--- config.mk ---
export PLATFORM = sky130hd
export DESIGN_NAME = countdown_timer
export DESIGN_NICKNAME = d
export VERILOG_FILES = /design/src/rtl/countdown_pkg.sv /design/src/rtl/hex7seg.sv /design/src/rtl/countdown_timer.sv
export SDC_FILE = /design/constraint.sdc
export NUM_CORES = 1
export LEC_CHECK = 0
export ABC_AREA = 0
export BUFFER_PORTS_ARGS = -buffer_cell sky130_fd_sc_hd__buf_2
export CAP_MARGIN = 30
export CORE_AREA = 2 2 70 138
export DETAILED_ROUTE_END_ITERATION = 16
export DIE_AREA = 0 0 72 140
export GPL_TIMING_DRIVEN = 0
export HOLD_SLACK_MARGIN = 0.12
export PLACE_DENSITY = 0.67
export SLEW_MARGIN = 5
export SYNTH_ARGS = -nofsm -noshare
export SYNTH_HDL_FRONTEND = slang
export SYNTH_HIERARCHICAL = 1
export SYNTH_SLANG_ARGS = --single-unit
export TNS_END_PERCENT = 30
--- constraint.sdc ---
create_clock -name CLOCK_50 -period 2.2 [get_ports CLOCK_50]
set_input_delay 0.11 -clock CLOCK_50 [delete_from_list [all_inputs] [get_ports CLOCK_50]]
set_output_delay 0.11 -clock CLOCK_50 [all_outputs]
set_load 0.02 [all_outputs]
--- src/rtl/countdown_pkg.sv ---
// Shared types and constants for the countdown timer: FSM state encoding and
// the seven-segment glyph table.
package countdown_pkg;

    localparam int unsigned CNT_W   = 10;
    localparam int unsigned DIGIT_W = 4;
    localparam int unsigned SEG_W   = 7;
    localparam int unsigned KEY_W   = 4;

    typedef enum logic [1:0] {
        ST_IDLE  = 2'd0,
        ST_RUN   = 2'd1,
        ST_PAUSE = 2'd2,
        ST_DONE  = 2'd3
    } state_e;

    // Active-low {g,f,e,d,c,b,a}; index 15 is the leftmost entry.
    localparam logic [15:0][SEG_W-1:0] SEG_PATTERNS = {
        7'b0001110,  // F
        7'b0000110,  // E
        7'b0100001,  // d
        7'b1000110,  // C
        7'b0000011,  // b
        7'b0001000,  // A
        7'b0010000,  // 9
        7'b0000000,  // 8
        7'b1111000,  // 7
        7'b0000010,  // 6
        7'b0010010,  // 5
        7'b0011001,  // 4
        7'b0110000,  // 3
        7'b0100100,  // 2
        7'b1111001,  // 1
        7'b1000000   // 0
    };

endpackage

--- src/rtl/hex7seg.sv ---
// Hex digit to active-low seven-segment decoder.
module hex7seg
    import countdown_pkg::*;
(
    input  logic [DIGIT_W-1:0] i_digit,
    output logic [SEG_W-1:0]   o_seg_c
);

    assign o_seg_c = SEG_PATTERNS[i_digit];

endmodule

--- src/rtl/countdown_timer.sv ---
// Loadable seconds countdown timer with pause, abort and a blinking done
// indication; count is shown on LEDR and three hex digits.
module countdown_timer
    import countdown_pkg::*;
#(
    parameter int unsigned TICK_DIV = 50_000_000
) (
    input  logic              CLOCK_50,
    input  logic [KEY_W-1:0]  KEY,
    input  logic [CNT_W-1:0]  SW,
    output logic [CNT_W-1:0]  LEDR,
    output logic [SEG_W-1:0]  HEX0,
    output logic [SEG_W-1:0]  HEX1,
    output logic [SEG_W-1:0]  HEX2
);

    localparam int unsigned     PRE_W   = $clog2(TICK_DIV);
    localparam logic [PRE_W-1:0] PRE_MAX = PRE_W'(TICK_DIV - 1);

    logic             w_rst_n;
    logic [2:0]       r_sync1;
    logic [2:0]       r_sync2;
    logic [2:0]       r_prev;
    logic [2:0]       w_press;
    logic             w_load;
    logic             w_start;
    logic             w_abort;

    state_e           r_state;
    state_e           w_state_nxt;
    logic [CNT_W-1:0] r_count;
    logic [CNT_W-1:0] w_count_nxt;
    logic [PRE_W-1:0] r_presc;
    logic [PRE_W-1:0] w_presc_nxt;
    logic             r_blink;
    logic             w_blink_nxt;
    logic             w_wrap;

    assign w_rst_n = KEY[0];

    // Released keys read 1, so reset preloads every flop to the idle level.
    always_ff @(posedge CLOCK_50 or negedge w_rst_n) begin
        if (!w_rst_n) begin
            r_sync1 <= 3'b111;
            r_sync2 <= 3'b111;
            r_prev  <= 3'b111;
        end else begin
            r_sync1 <= KEY[3:1];
            r_sync2 <= r_sync1;
            r_prev  <= r_sync2;
        end
    end

    assign w_press = r_prev & ~r_sync2;
    assign w_load  = w_press[0];
    assign w_start = w_press[1];
    assign w_abort = w_press[2];
    assign w_wrap  = (r_presc == PRE_MAX);

    always_ff @(posedge CLOCK_50 or negedge w_rst_n) begin
        if (!w_rst_n) begin
            r_state <= ST_IDLE;
            r_count <= '0;
            r_presc <= '0;
            r_blink <= 1'b0;
        end else begin
            r_state <= w_state_nxt;
            r_count <= w_count_nxt;
            r_presc <= w_presc_nxt;
            r_blink <= w_blink_nxt;
        end
    end

    // Abort beats load beats start; load is ignored while running.
    always_comb begin
        w_state_nxt = r_state;
        w_count_nxt = r_count;
        w_presc_nxt = r_presc;
        w_blink_nxt = r_blink;
        if (w_abort) begin
            w_state_nxt = ST_IDLE;
            w_count_nxt = '0;
            w_presc_nxt = '0;
            w_blink_nxt = 1'b0;
        end else if (w_load && (r_state != ST_RUN)) begin
            w_state_nxt = ST_IDLE;
            w_count_nxt = SW;
            w_presc_nxt = '0;
            w_blink_nxt = 1'b0;
        end else begin
            case (r_state)
                ST_IDLE: begin
                    if (w_start && (r_count != '0)) begin
                        w_state_nxt = ST_RUN;
                    end
                end
                ST_RUN: begin
                    if (w_start) begin
                        w_state_nxt = ST_PAUSE;
                    end else if (w_wrap) begin
                        w_presc_nxt = '0;
                        if (r_count != '0) begin
                            w_count_nxt = r_count - CNT_W'(1);
                        end
                        if (r_count <= CNT_W'(1)) begin
                            w_state_nxt = ST_DONE;
                        end
                    end else begin
                        w_presc_nxt = r_presc + PRE_W'(1);
                    end
                end
                ST_PAUSE: begin
                    if (w_start) begin
                        w_state_nxt = ST_RUN;
                    end
                end
                ST_DONE: begin
                    if (w_wrap) begin
                        w_presc_nxt = '0;
                        w_blink_nxt = ~r_blink;
                    end else begin
                        w_presc_nxt = r_presc + PRE_W'(1);
                    end
                end
                default: begin
                    w_state_nxt = ST_IDLE;
                end
            endcase
        end
    end

    assign LEDR = (r_state == ST_DONE) ? {CNT_W{r_blink}} : r_count;

    hex7seg u_hex0 (
        .i_digit (r_count[3:0]),
        .o_seg_c (HEX0)
    );

    hex7seg u_hex1 (
        .i_digit (r_count[7:4]),
        .o_seg_c (HEX1)
    );

    hex7seg u_hex2 (
        .i_digit ({2'b00, r_count[9:8]}),
        .o_seg_c (HEX2)
    );

endmodule

After elaboration in Yosys (flattened, before gate mapping)
Memories as Yosys holds them, arrays and structs flattened.
Cells that the tools add are included.

word-level totals
  register bits = 48
  memory bits (read-only) = 224
  input bits = 15
  output and inout bits = 31
  logic and storage cells = 71
  memories = 2

memories
  name             words  width  rd ports  clocked after memory_dff  wr ports  line          source
  (no name shown)  16     7      1         0                         0         hex7seg.sv:9  assign o_seg_c = SEG_PATTERNS[i_digit];
  (no name shown)  16     7      1         0                         0         hex7seg.sv:9

cells by class
  $add $sub $neg = 2
  magnitude comparators = 4
  equality and inequality tests = 11
  mux-type cells = 28
  bitwise operators = 3
  reduce and logical (&&, ||, !) cells = 14

operators with widths
  cell                                                                                number
  26-bit 2-to-1 mux                                                                   4
  10-bit 2-to-1 mux                                                                   7
  26-bit one-hot mux with 2 select lines                                              1
  26-bit by 1-bit adder with 26-bit output (second input constant)                    1
  26-bit equality test (second input constant)                                        1
  7-bit 2-to-1 mux                                                                    3
  7-bit binary-select mux with 2-bit select                                           1
  2-bit 2-to-1 mux                                                                    7
  4-bit inequality test (second input constant)                                       3
  3-bit nonzero test                                                                  4
  10-bit by 1-bit less-or-equal comparator with 1-bit output (second input constant)  1
  4-bit by 5-bit less-than comparator with 1-bit output (second input constant)       2
  5-bit inequality test (second input constant)                                       2
  10-bit nonzero test                                                                 1
  10-bit by 1-bit subtractor with 10-bit output (second input constant)               1
  2-bit one-hot mux with 3 select lines                                               1
  2-bit by 5-bit less-than comparator with 1-bit output (second input constant)       1
  5-bit AND reduction                                                                 1
  5-bit nonzero test                                                                  1
  2-bit equality test (second input constant)                                         2
  1-bit 2-to-1 mux                                                                    4
  2-bit AND reduction                                                                 2
  4-bit AND reduction                                                                 1
  4-bit nonzero test                                                                  1
  other kinds (8)                                                                     9

Logic depth before layout (Yosys ltp)
  depth in word-level cells = 7
  depth in mapped cells = 9
  gate-level depth less buffers = 7

By module
Netlist, hierarchy kept.

by module, submodules not included
  module           instances  cells an instance  area each (sq um)  seq. area each (sq um)
  countdown_timer  1          284                2688.8             1212.4
  hex7seg          3          32                 275.3              0.0

Worst setup path after synthesis
OpenSTA, ideal clock, no wires.

  path type = flip-flop to flip-flop
  start point = register r_presc[8]
  end point = register r_count[5]
  setup time = 0.122 ns
  data arrival time = 2.098 ns
  required time = 2.078 ns
  slack = -0.019 ns
  stages on the path, launching flop included = 7
  buffers on the path = 1
  clock period less this slack = 2.219 ns
  path through = dfrtp_1 nor4b_2 nand4_1 or3_1 buf_6 or4_1 a32o_1

on the way
  word-level cells in the longest chain between the ends = 3

RTL lines
  element                               line                   source
  from (decl)                           countdown_timer.sv:33  logic [PRE_W-1:0] r_presc;
  from (signal assigned)                countdown_timer.sv:69  r_presc <= w_presc_nxt;
  26-bit equality test                  countdown_timer.sv:58  assign w_wrap = (r_presc == PRE_MAX);
  3-bit nonzero test (no source line)   -
  4-bit AND reduction (no source line)  -
  to (signal assigned)                  countdown_timer.sv:68  r_count <= w_count_nxt;
  to (decl)                             countdown_timer.sv:31  logic [CNT_W-1:0] r_count;

No other way between the ends.
A chain may end at the register's enable or synchronous reset.

Final worst setup path
  start point = register r_presc[24]
  end point = register r_state[0]

on the way
  word-level cells in the longest chain between the ends = 3

RTL lines
  element                                 line                   source
  26-bit equality test                    countdown_timer.sv:58
  5-bit inequality test (no source line)  -
  5-bit AND reduction (no source line)    -
  to (signal assigned)                    countdown_timer.sv:67  r_state <= w_state_nxt;
  to (decl)                               countdown_timer.sv:29  state_e r_state;

No other way between the ends.

==> summary.md <==
| Metric | Value |
|---|---|
| Status | `finished, violations left` |
| Failing checks | `setup timing` |
| Wirelength per Cell | `16.3 µm` |
| Number of DRC markers in iteration 0 | `roughly 140` |
| Share of cells above drive strength 1 | `0.314` |
| Final Skew | `approximately 0.011 ns` |
| Buf+Inv Stages, Crit Path | `1` |
| GR Layer Usage met2 | `0.352` |
| WHS | `0.138 ns` |
| Ys Warns | `6` |
| TritonCTS buffer count | `5` |
| Area Growth Syn to Fin | `26.4%` |
| Met1 usage | `0.187` |
| Slew HR | `0.477` |
| Top Usage Layer GRT | `met2` |
| Vias | `3,164` |
| Critical Path RT | `2.38 ns` |
| Mux cell area share after synthesis | `0.0758` |
| Final WS setup | `-0.00289 ns` |
| Synth Cell Area | `3510 µm²` |
| GRT Resource Usage Total | `0.186` |
| Setup CP Type | `reg2reg` |
| ANT cells | `0` |
| Adder-cell share of the synthesized area | `0.103` |
| Via density | `5.68` |
| Total iterations of the first detailed-routing run | `5` |
| Finished Layout Cells | `557` |
| Clk Latency, worst-skew pair | `0.30 ns` |
| ANT nets after route | `0` |
| Main combinational cell family by area after synthesis | `simple AND/OR/NAND/NOR gates` |
| P_leak | `1.99 nW` |
| Max cap viols | `0` |
| Critical path's largest stage delay | `between 0.5 and 0.6 ns` |
| Clock sinks | `48` |
| Worst Tran Pin Value | `a little under 0.8 ns` |
| Post-synthesis compound-gate area fraction | `0.177` |
| First-pass GRT wire length | `15,200 µm` |
| Die H | `140 µm` |
| Final Hold Viols | `0` |
| DP Wirelength | `6700 µm` |
| Post-synthesis simple-gate area fraction | `0.192` |
| Bufs on Longest Clock Path | `2` |
| Yosys reg bits | `48` |
| CTS H-tree depth | `2` |
| CTS Root Cell | `clkbuf_16` |
| CTS tree | `done` |
| Post-route clock period utilization | `1.00` |
| Post-synthesis xor/xnor area fraction | `0.0523` |
| RSZ-0062 raised after global routing | `true` |
| Routed WL | `just over 9000 µm` |
| Core Area | `around 9000 µm²` |
| F_max | `454 MHz` |
| Max IR drop VDD | `0.481 mV` |
| CP Capture Type | `register` |
| Residual DRC | `0` |
| Die width | `72 µm` |
| CP delay by family, top | `simple AND/OR/NAND/NOR gates` |
| Prevailing post-synth register cell | `dfrtp_1` |
| Starting Density | `0.390` |
| Dpl cells | `531` |
| Layout Nets | `498` |
| Final setup vio count | `2` |
| Clk slew on worst S/H paths | `0.07 ns` |
| IO Port Bufs | `between 40 and 50` |
| Synth cell types | `51` |
| Post-synthesis sequential area ratio | `0.345` |
| Gr ovfl total | `0` |
| Crit-path cells | `nor4b_2, nand4_1, buf_4, or4_4, a21oi_4, mux2_2` |
| Ports | `46` |
| EDFF count, synth | `0` |
| Placed Area | `a little under 4000 µm²` |
| Pwr/cell area | `between 1000 and 1500 nW/µm²` |
| Met3 usage | `0.0209` |
| Final Cell Area | `4440 µm²` |
| Min-delay worst type | `in2reg` |
| Vias in the first global route | `3,265` |
| Initial antenna violation count | `0` |
| Syn Area/Cell | `9.25 µm²` |
| Crit-path slowest cell | `or4_4` |
| Row count | `49` |
| Post-Syn Instances | `380` |
| Largest net degree at the start of global routing | `39` |
| GP Congestion | `0.806` |
| Setup TNS | `-0.00427 ns` |
| Crit Path Max Fanout | `4` |
| Final min period | `~2.2 ns` |
| Total Power | `5.39 mW` |
| Die area | `10,100 µm²` |
| CP Data Arrival Time | `2.39 ns` |
| Ys async rst share | `1.00` |
| CP Launch Type | `register` |
| Slew Viols, Final | `0` |
[cell usage after synthesis (3+ instances only)]
cell,n,share of area
a21oi_1,14,0.020
a22o_1,9,0.022
a22oi_1,3,0.0064
a32o_1,6,0.017
and2b_2,3,0.0075
and3_1,6,0.011
buf_2,5,0.0071
buf_6,4,0.013
clkbuf_1,9,0.0096
dfrtp_1,39,0.28
dfstp_2,9,0.067
ha_1,29,0.10
inv_1,22,0.023
mux2_2,6,0.019
mux2i_1,12,0.034
mux4_1,3,0.022
nand2_1,16,0.017
nand2b_1,3,0.0053
nand3_1,8,0.011
nand4_1,5,0.0089
nor2_1,50,0.053
nor2b_1,3,0.0053
nor3_1,6,0.0085
nor3b_1,5,0.011
nor4_1,6,0.011
o2111ai_1,10,0.025
o211ai_1,6,0.013
o21ai_0,30,0.043
or3_1,4,0.0071
or3b_1,3,0.0075
xor2_1,20,0.050
[stage by stage]
| step | setup slack [ns] | util |
|---|---|---|
| after floorplan | 0.0328 | - |
| after global placement | -0.645 | 0.431 |
| after detailed placement | -0.630 | 0.433 |
| after CTS | -0.108 | 0.480 |
| after global routing | -0.0393 | 0.493 |
| final | -0.00289 | 0.493 |
[path summary, 6_finish.rpt]
path / from / to / slack (ns) / depth (start not counted)
hold reg to reg: r_sync1[1] / r_sync2[1] / 0.35 / 0
setup / recovery: r_presc[24] / r_state[0] / -0.003 / 6
min in group asynchronous: KEY[0] / r_presc[23] / 0.22 / 2
max in group asynchronous: KEY[0] / r_sync2[0] / 1.41 / 3
hold / removal: SW[4] / r_count[4] / 0.14 / 3
setup reg to reg: r_presc[24] / r_state[0] / -0.003 / 6
[worst register-to-register path: stages, from the launching register on]
cell and delay [ns]:
dfrtp_1 0.42, nor4b_2 0.30, nand4_1 0.13, buf_4 0.18
or4_4 0.55, a21oi_4 0.16, mux2_2 0.34
[kinds of logic (layout without fill, tap and decap cells)]
group,count (synthesis),in the layout
AND/OR/NAND/NOR,129,129
XOR/XNOR,21,21
buffers and inverters,40,111
multiplexers,21,21
AO/OA/AOI/OAI,91,91
flip-flops,48,48
adder cells (fa/ha/maj),29,29
other,1,5
[layout make-up]
type	count	area (µm²)
Sequential cell	48	1220
Tap cell	102	128
Buffer	16	105
Clock inverter	3	42.5
Inverter	22	82.6
Timing Repair Buffer	65	405
Fill cell	842	4570
Clock buffer	5	125
Multi-Input combinational cell	296	2330
[report_power, final]
part	total [mW]	switching, mW	leakage (nW)	internal (mW)
combinational	3.21	1.91	1.30	1.30
clock	0.869	0.335	0.0798	0.534
sequential	1.31	0.285	0.618	1.02
total	5.39	2.53	1.99	2.86
[registers in the layout (all words and copies together), names as in the netlist]
name	cells
r_sync2	3
r_count	10
r_prev	3
r_blink	1
r_presc	26
r_sync1	3
r_state	2
[cells in the final DEF, fill, tap and decap left out, types with 9 or more instances in the layout]
cell,synthesis,routed
nand2_1,16,15
nor2_1,50,50
xor2_1,20,20
inv_1,22,16
a22o_1,9,9
mux2i_1,12,12
a21oi_1,14,12
ha_1,29,26
o21ai_0,30,26
dfstp_2,9,9
buf_4,0,17
buf_2,5,47
o2111ai_1,10,9
dfrtp_1,39,33
[routing by layer]
metal	part of all wire	routed length [µm]	vias up
li1	-	-	1526
met1	0.36	3280	1541
met2	0.56	5130	72
met3	0.028	258	25
met4	0.047	424	0
met5	0	0	-
[repair_timing]
action | in CTS | in global routing
hold buffers | 6 | 0
gates resized for setup | 39 | 26
buffers inserted | 9 | 5
setup endpoints to repair | 33 | 40
pin swaps | 14 | 5
hold endpoints to repair | 44 | 0
Note: power is estimated with default switching activity, not from simulation.
